$ cat config.mk
export PLATFORM = sky130hd
export DESIGN_NAME = muxn_arb_reg
export DESIGN_NICKNAME = d
export VERILOG_FILES = /design/src/rtl/muxn_arb_reg.sv
export SDC_FILE = /design/constraint.sdc
export NUM_CORES = 1
export LEC_CHECK = 0
export ABC_AREA = 1
export CORE_ASPECT_RATIO = 1.5
export CORE_MARGIN = 3
export CORE_UTILIZATION = 34
export CTS_BUF_LIST = sky130_fd_sc_hd__clkbuf_8
export CTS_CLUSTER_DIAMETER = 50
export DETAILED_ROUTE_END_ITERATION = 16
export PLACE_DENSITY_LB_ADDON = 0.2
export SLEW_MARGIN = 20
export SYNTH_ARGS = -nofsm -noshare
export SYNTH_HDL_FRONTEND = slang
export SYNTH_SLANG_ARGS = --single-unit
$ cat constraint.sdc
create_clock -name clk -period 2.4 [get_ports clk]
set_input_delay 0.24 -clock clk [delete_from_list [all_inputs] [get_ports clk]]
set_output_delay 0.24 -clock clk [all_outputs]
set_load 0.1 [all_outputs]
$ cat src/rtl/muxn_arb_reg.sv
// N-channel round-robin arbiter feeding a single-entry valid/ready output register.
// Optional burst locking is enabled with `define MUXN_LOCK_EN (adds in_last/out_last/dbg_state).
module muxn_arb_reg #(
  parameter  int WIDTH    = 32,
  parameter  int CHANNELS = 4,
  localparam int SELW     = $clog2(CHANNELS)
) (
  input  logic                      clk,
  input  logic                      rst,
  input  logic [CHANNELS*WIDTH-1:0] in_data,
  input  logic [CHANNELS-1:0]       in_valid,
  output logic [CHANNELS-1:0]       in_ready,
  output logic [WIDTH-1:0]          out_data,
  output logic [SELW-1:0]           out_sel,
  output logic                      out_valid,
  input  logic                      out_ready
`ifdef MUXN_LOCK_EN
  ,
  input  logic [CHANNELS-1:0]       in_last,
  output logic                      out_last,
  output logic                      dbg_state
`endif
);

  // Handshake: a beat moves on any edge where valid and ready are both high;
  // valid never waits on ready, and ready may depend combinationally on valid.

  logic [SELW-1:0]     r_ptr;
  logic [WIDTH-1:0]    r_out_data;
  logic [SELW-1:0]     r_out_sel;
  logic                r_out_valid;

  logic                w_load;
  logic                w_xfer;
  logic                w_found;
  logic [SELW-1:0]     w_gnt;
  logic [SELW:0]       w_pick;
  logic [CHANNELS-1:0] w_elig;
  logic [SELW-1:0]     w_ptr_nxt;
  logic [WIDTH-1:0]    w_sel_data;

  // Pointer wraps at the last real channel, not at 2^SELW.
  function automatic logic [SELW-1:0] wrap_inc(input logic [SELW-1:0] v);
    return (v == SELW'(CHANNELS - 1)) ? '0 : v + SELW'(1);
  endfunction

  // Returns {found, index} of the first requester at or after ptr (circular).
  function automatic logic [SELW:0] rr_pick(input logic [CHANNELS-1:0] req,
                                            input logic [SELW-1:0]     ptr);
    logic [SELW:0] res;
    int            idx;
    res = '0;
    for (int k = CHANNELS - 1; k >= 0; k--) begin
      idx = int'(ptr) + k;
      if (idx >= CHANNELS) idx = idx - CHANNELS;
      if (req[idx]) res = {1'b1, idx[SELW-1:0]};
    end
    return res;
  endfunction

  assign w_load  = !rst && (!r_out_valid || out_ready);
  assign w_pick  = rr_pick(w_elig, r_ptr);
  assign w_found = w_pick[SELW];
  assign w_gnt   = w_pick[SELW-1:0];
  assign w_xfer  = w_load && w_found;

  always_comb begin
    in_ready = '0;
    if (w_xfer) in_ready[w_gnt] = 1'b1;
  end

  always_comb begin
    w_sel_data = '0;
    for (int i = 0; i < CHANNELS; i++) begin
      if (w_gnt == SELW'(i)) w_sel_data = in_data[i*WIDTH +: WIDTH];
    end
  end

`ifdef MUXN_LOCK_EN
  typedef enum logic {S_IDLE = 1'b0, S_LOCKED = 1'b1} lock_state_e;

  lock_state_e     r_state;
  lock_state_e     w_state_nxt;
  logic [SELW-1:0] r_owner;
  logic [SELW-1:0] w_owner_nxt;
  logic            r_out_last;

  always_ff @(posedge clk or posedge rst) begin
    if (rst) begin
      r_state <= S_IDLE;
      r_owner <= '0;
    end else begin
      r_state <= w_state_nxt;
      r_owner <= w_owner_nxt;
    end
  end

  // While locked only the burst owner may be granted, even if it is idle.
  always_comb begin
    w_elig = in_valid;
    if (r_state == S_LOCKED) begin
      w_elig          = '0;
      w_elig[r_owner] = in_valid[r_owner];
    end
  end

  always_comb begin
    w_state_nxt = r_state;
    w_owner_nxt = r_owner;
    w_ptr_nxt   = r_ptr;
    if (w_xfer) begin
      case (r_state)
        S_IDLE: begin
          if (!in_last[w_gnt]) begin
            w_state_nxt = S_LOCKED;
            w_owner_nxt = w_gnt;
          end else begin
            w_ptr_nxt = wrap_inc(w_gnt);
          end
        end
        S_LOCKED: begin
          if (in_last[r_owner]) begin
            w_state_nxt = S_IDLE;
            w_ptr_nxt   = wrap_inc(r_owner);
          end
        end
        default: w_state_nxt = S_IDLE;
      endcase
    end
  end

  always_ff @(posedge clk or posedge rst) begin
    if (rst) begin
      r_out_last <= 1'b0;
    end else if (w_xfer) begin
      r_out_last <= in_last[w_gnt];
    end
  end

  assign out_last  = r_out_last;
  assign dbg_state = r_state;
`else
  assign w_elig    = in_valid;
  assign w_ptr_nxt = w_xfer ? wrap_inc(w_gnt) : r_ptr;
`endif

  always_ff @(posedge clk or posedge rst) begin
    if (rst) begin
      r_ptr       <= '0;
      r_out_data  <= '0;
      r_out_sel   <= '0;
      r_out_valid <= 1'b0;
    end else begin
      r_ptr <= w_ptr_nxt;
      if (w_xfer) begin
        r_out_data  <= w_sel_data;
        r_out_sel   <= w_gnt;
        r_out_valid <= 1'b1;
      end else if (w_load) begin
        r_out_valid <= 1'b0;
      end
    end
  end

  assign out_data  = r_out_data;
  assign out_sel   = r_out_sel;
  assign out_valid = r_out_valid;

endmodule

==> reports/qor.txt, run 1 <==
Yosys cell types - 22
Post-DP HPWL - 6900 um
Critical Path Fanout Max - 6
FF-to-FF End - out_data[25]
Final critical-path required period - 2.45 ns
Maximum clock frequency - 407 MHz
RR Startpoint - r_ptr[0]
Share of layout cells above drive strength 1 - 30.4%
Syn Nets - 506
Placer congestion estimate - 0.855
Worst Setup End Kind - output pin
Root buf cell - clkbuf_8
Row count - 39
Grt ovf - 0
Worst EP required - 2.16 ns
Final setup viols - 6
CTS tree - yes
Clock Latency Late Sink - 0.29 ns
CP startpoint kind - flip-flop
Final setup TNS - -0.157 ns
Final Hold Fails - 0
Worst hold path type - in2async
Mapped Avg Cell Area - 7.34 um^2
Sequential area share after synthesis - 34.4%
Largest net degree at the start of global routing - 47
Status - finished with violations
Max Cap Viol - 0
Top post-synthesis cells by area - dfrtp_1 (34%), a21oi_1 (12%), mux2i_1 (12%), nand2_1 (11%), nor2_1 (5.7%)
Area Overhead vs Synth - 93.8%
Via-per-instance ratio - 4.86
Vias in the first global route - 3,147
First-pass GRT wire length - 15,200 um
Flop2flop setup slack - -0.01 ns
Critical Path AT - 2.21 ns
Synth Register Bits - 37
Clk pin slew, worst setup/hold paths - 0.07 ns
Synth warn - 0
DP Worst Slack - -0.214 ns
H-tree depth - 2
Die ar. - 9050 um^2
Die Wd - 78.7 um
Clock Sinks - 37
Core area - 7660 um^2
Mean routed wirelength per cell - 15.5 um
Tot GR Track Use - 21.3%
Clock buffer depth - 2
Pre-antenna DRT Iters - 6
# hold bufs at CTS - 0
Drt initial violations - 140
# DRC - 0
WS Path Type - reg2out
Failing checks - negative setup slack
Initial Utilization - 35.1%
Routed WL - 10,300 um
Die Y - 115 um
Area share of the largest cell type after synthesis - 34.4%
Cells after synthesis - 367
RSZ-0062 raised after global routing - true
# IOs - 174
Mapped Area - 2690 um^2
Reg2Reg Depth - 18
Vias post-DR - 3,219
Slew margin rel. - 45.6%
Routed Antenna Nets - 0
Slew Limit Fails - 0
Synth area leader - dfrtp_1
Worst Max-Slew Pin Slew - 0.815 ns
Antenna violations before repair - 0
Antenna Cells - 0
Port bufs - 173
Final period util - 102%
Final Skew - 0.00626 ns
CTS buffer count - 5
Nets - 698
Final setup margin - -0.0542 ns
[state kept, by name, summed over array words and instances (netlist names)]
signal	flops
r_ptr	2
out_data	32
out_sel	2
out_valid	1
[routing by layer]
layer / routed length [um] / track usage (%)
met1: 3770 / 23.1
met2: 5740 / 41.8
met3: 517 / 3.29
met4: 253 / 6.07
met5: 0 / 0
[stage by stage]
| step | area (um^2) | utilization, % | instances | hold WS, ns |
|---|---|---|---|---|
| after global routing | 5220 | 68.1 | 662 | 0.516 |
| final | 5220 | 68.1 | 662 | 0.482 |
| after floorplan | 2730 | - | 367 | 0.420 |
| after detailed placement | 4610 | 60.2 | 637 | 0.470 |
| after CTS | 4950 | 64.6 | 656 | 0.493 |
| after global placement | 4610 | 60.2 | 637 | 0.469 |
[worst max-delay path: stages, from the launching register on]
cell and delay (ns):
dfrtp_2 0.46, buf_6 0.17, nand2_4 0.08, nand3_4 0.08, nand2_4 0.10, nand3_2 0.10, nand2_1 0.07, nand2_1 0.06
nand2_2 0.11, buf_4 0.13, buf_4 0.11, ha_4 0.13, inv_1 0.06, nor2_4 0.10, buf_12 0.18
[cell type report]
class	count	area [um^2]
clock buffers	7	96.3
clock inverters	1	5.00
fillers	665	2440
inverters	18	72.6
multi-input cells	285	1820
flip-flops and latches	37	927
well taps	102	128
repair buffers	212	2170
[how the worst max path moves through the flow]
stage,start,to,cells after the start
2_1_floorplan,r_ptr[0],in_ready[3],13
3_3_place_gp,in_valid[0],in_ready[1],14
3_5_place_dp,in_valid[1],in_ready[1],14
4_1_cts,r_ptr[0],in_ready[2],15
5_1_grt,r_ptr[0],in_ready[3],14
6_report,r_ptr[0],in_ready[3],14
[placed cells by master (no fill, tap or decap), drive strengths merged]
| cell type | instances |
|---|---|
| dfrtp | 37 |
| ha | 4 |
| clkinv | 1 |
| clkdlybuf4s50 | 134 |
| nor2 | 43 |
| buf | 76 |
| o21ai | 35 |
| mux2i | 32 |
| nand3 | 8 |
| inv | 18 |
| clkbuf | 8 |
| bufbuf | 1 |
| xnor2 | 1 |
| nor3 | 1 |
| nand2 | 96 |
| a21oi | 65 |
[cells in the mapped netlist]
| cell type | instances |
|---|---|
| buf_6 | 6 |
| o21ai_0 | 4 |
| inv_2 | 1 |
| inv_1 | 17 |
| buf_4 | 1 |
| dfrtp_1 | 37 |
| o21ai_2 | 12 |
| clkbuf_1 | 13 |
| xnor2_1 | 1 |
| o21ai_1 | 19 |
| ha_1 | 4 |
| nand3_1 | 6 |
| buf_1 | 1 |
| nor3_1 | 1 |
| buf_2 | 6 |
| nor2_1 | 41 |
| a21oi_1 | 65 |
| nand3_2 | 2 |
| nand2_2 | 14 |
| nor2_2 | 2 |
| mux2i_1 | 32 |
| nand2_1 | 82 |
[kinds of logic (layout without fill, tap and decap cells)]
family / Yosys count / in the layout / synth area share (%)
fa+ha+maj: 4 / 4 / 1.86
buf+inv: 45 / 238 / 8.36
xor+xnor: 1 / 1 / 0.325
flops: 37 / 37 / 34.4
compound gates: 100 / 100 / 20.3
mux: 32 / 32 / 11.9
simple gates: 148 / 148 / 22.9
[timing repair]
| action | in CTS | in global routing |
|---|---|---|
| setup buffers | 9 | 5 |
| gates resized for setup | 24 | 61 |
| setup endpoints to repair | 5 | 36 |
| gates cloned | 2 | 2 |
| pin swaps | 9 | 14 |
Power of run 1 is left out: the tool's default activity adds up to more than one toggle a clock period on the data nets, which glitch-free logic cannot reach.
==> run 2: changes to the inputs <==
CORE_UTILIZATION = 38   (was 34)
CTS_CLUSTER_SIZE = 40   (was unset)
GPL_TIMING_DRIVEN = 1   (was unset)
clock period = 2.3 ns   (was 2.4 ns; I/O delays follow)
==> run 2 against run 1 <==
The flow still finishes with violations (negative setup slack). Sequential share of layout area grew 0.51 points. Worst hold slack lost 0.076 ns. Global-route usage grew 0.39 points. Clock-buffer cell count shrank 2. Non-clock buffer count shrank 3. Critical path type unchanged.
==> reports/qor.txt, run 2 (synthesis results as in run 1) <==
Status - finished with violations
Failing checks - negative setup slack
Final critical-path required period - 2.42 ns
Die Wd - 74.7 um
Row count - 37
H-tree depth - 2
CP startpoint kind - flip-flop
Antenna Cells - 0
CP dominant cell by count - nand2_2
Critical Path AT - 2.19 ns
Delay-heaviest family, CP - buffers and inverters
Final setup margin - -0.118 ns
Worst Setup End Kind - output pin
Routed WL - 9480 um
# DRC - 0
Tot GR Track Use - 21.7%
Placed cell areas - 4650 um^2
Clock Latency Late Sink - 0.29 ns
First-pass GRT wire length - 13,800 um
Final Skew - 0.0106 ns
Grt ovf - 0
CP bufs+invs - 6
Slew Limit Fails - 0
Post-DP HPWL - 7070 um
Drt initial violations - 134
Clock Sinks - 37
Port bufs - 173
Die ar. - 8150 um^2
WS Path Type - reg2out
Final Hold Fails - 0
Crit path cell chain - inv_4, nand2_2, nand2_2, nand3_2, nand2_2, buf_4, nor3_4, nor2_4, buf_6, ha_4, inv_4, buf_12, nor2_4, buf_12
Nets - 695
Vias in the first global route - 3,090
Via-per-instance ratio - 5.07
Area Overhead vs Synth - 88.7%
RSZ-0062 raised after global routing - true
Share of layout cells above drive strength 1 - 30.7%
Worst Max-Slew Pin Slew - 0.494 ns
Critical Path Fanout Max - 8
Max Cap Viol - 0
Root buf cell - clkbuf_8
Final setup viols - 19
Vias post-DR - 3,222
Die Y - 109 um
# IOs - 174
Routed Antenna Nets - 0
Final period util - 105%
Largest net degree at the start of global routing - 38
Maximum clock frequency - 414 MHz
CTS buffer count - 5
Commonest non-fill, non-tap cell in the layout - clkdlybuf4s50_1
Final core occ - 74.1%
Final Instance Area - 5080 um^2
DP Worst Slack - -0.244 ns
Placer congestion estimate - 0.788
Largest register FFs - 32
Mean routed wirelength per cell - 14.9 um
Flop2flop setup slack - -0.05 ns
CTS tree - yes
# hold bufs at CTS - 0
Most frequent cells in the layout - clkdlybuf4s50_1 (134), nand2_1 (70), buf_4 (58)
CP max stage cell - dfrtp_2
Fillcell total - 525
Worst hold path type - in2async
Slew margin rel. - 67.1%
Clock buffer depth - 2
Initial Utilization - 39.3%
Max incr delay on CP - 0.49 ns
Antenna violations before repair - 0
Core area - 6850 um^2
Pre-antenna DRT Iters - 4
Worst EP required - 2.07 ns
Clk pin slew, worst setup/hold paths - 0.08 ns
## run 2: changes by cell type in the layout (fill, tap and decap cells not counted), moves of 4 or more
| cell | change |
|---|---|
| nand2_2 | +5 |
| a21oi_2 | +7 |
| nand2_1 | -4 |
| a21oi_1 | -7 |
| nor2_2 | -4 |
## run 2: tightest hold or removal path, cell delays in order
cell,delay [ns]
clkdlybuf4s50_1,0.42
inv_1,0.06
buf_4,0.42
## run 2: metrics by stage
step / cells / hold WS, ns / TNS (ns)
2_1_floorplan: 367 / 0.410 / -0.0918
3_3_place_gp: 618 / 0.470 / -5.01
3_5_place_dp: 618 / 0.474 / -6.73
4_1_cts: 630 / 0.412 / -1.04
5_1_grt: 635 / 0.440 / -5.96
6_report: 635 / 0.406 / -0.692
## run 2: final timing paths
path / from / to / cells after the start
setup / recovery: r_ptr[0] / in_ready[2] / 14
hold / removal: rst / out_data[7] / 3
setup reg to reg: r_ptr[0] / out_data[26] / 17
hold reg to reg: out_data[30] / out_data[30] / 2
max in group asynchronous: rst / r_ptr[0] / 3
min in group clk: out_data[30] / out_data[30] / 2
## run 2: cell type report
type                            count  area [um^2]  area share [%]
Clock buffer                        5         68.8            1.35
Multi-Input combinational cell    285         1830            36.1
Timing Repair Buffer              209         2070            40.7
Sequential cell                    37          928            18.3
Tap cell                           78         97.6            1.92
Inverter                           18         72.6            1.43
Clock inverter                      3         11.3           0.222
## run 2: what timing repair did
action | CTS | global route
setup buffers | 4 | 5
hold endpoints to repair | 0 | 0
setup endpoints to repair | 36 | 36
gates resized for setup | 19 | 57
pin swaps | 6 | 7
## run 2: layer usage
layer | global-route usage [%] | routed length (um)
met4 | 5.34 | 100
met1 | 23.8 | 3480
met2 | 40.0 | 5260
met3 | 6.18 | 634
met5 | 0 | 0
Power of run 2 is left out for the same reason.
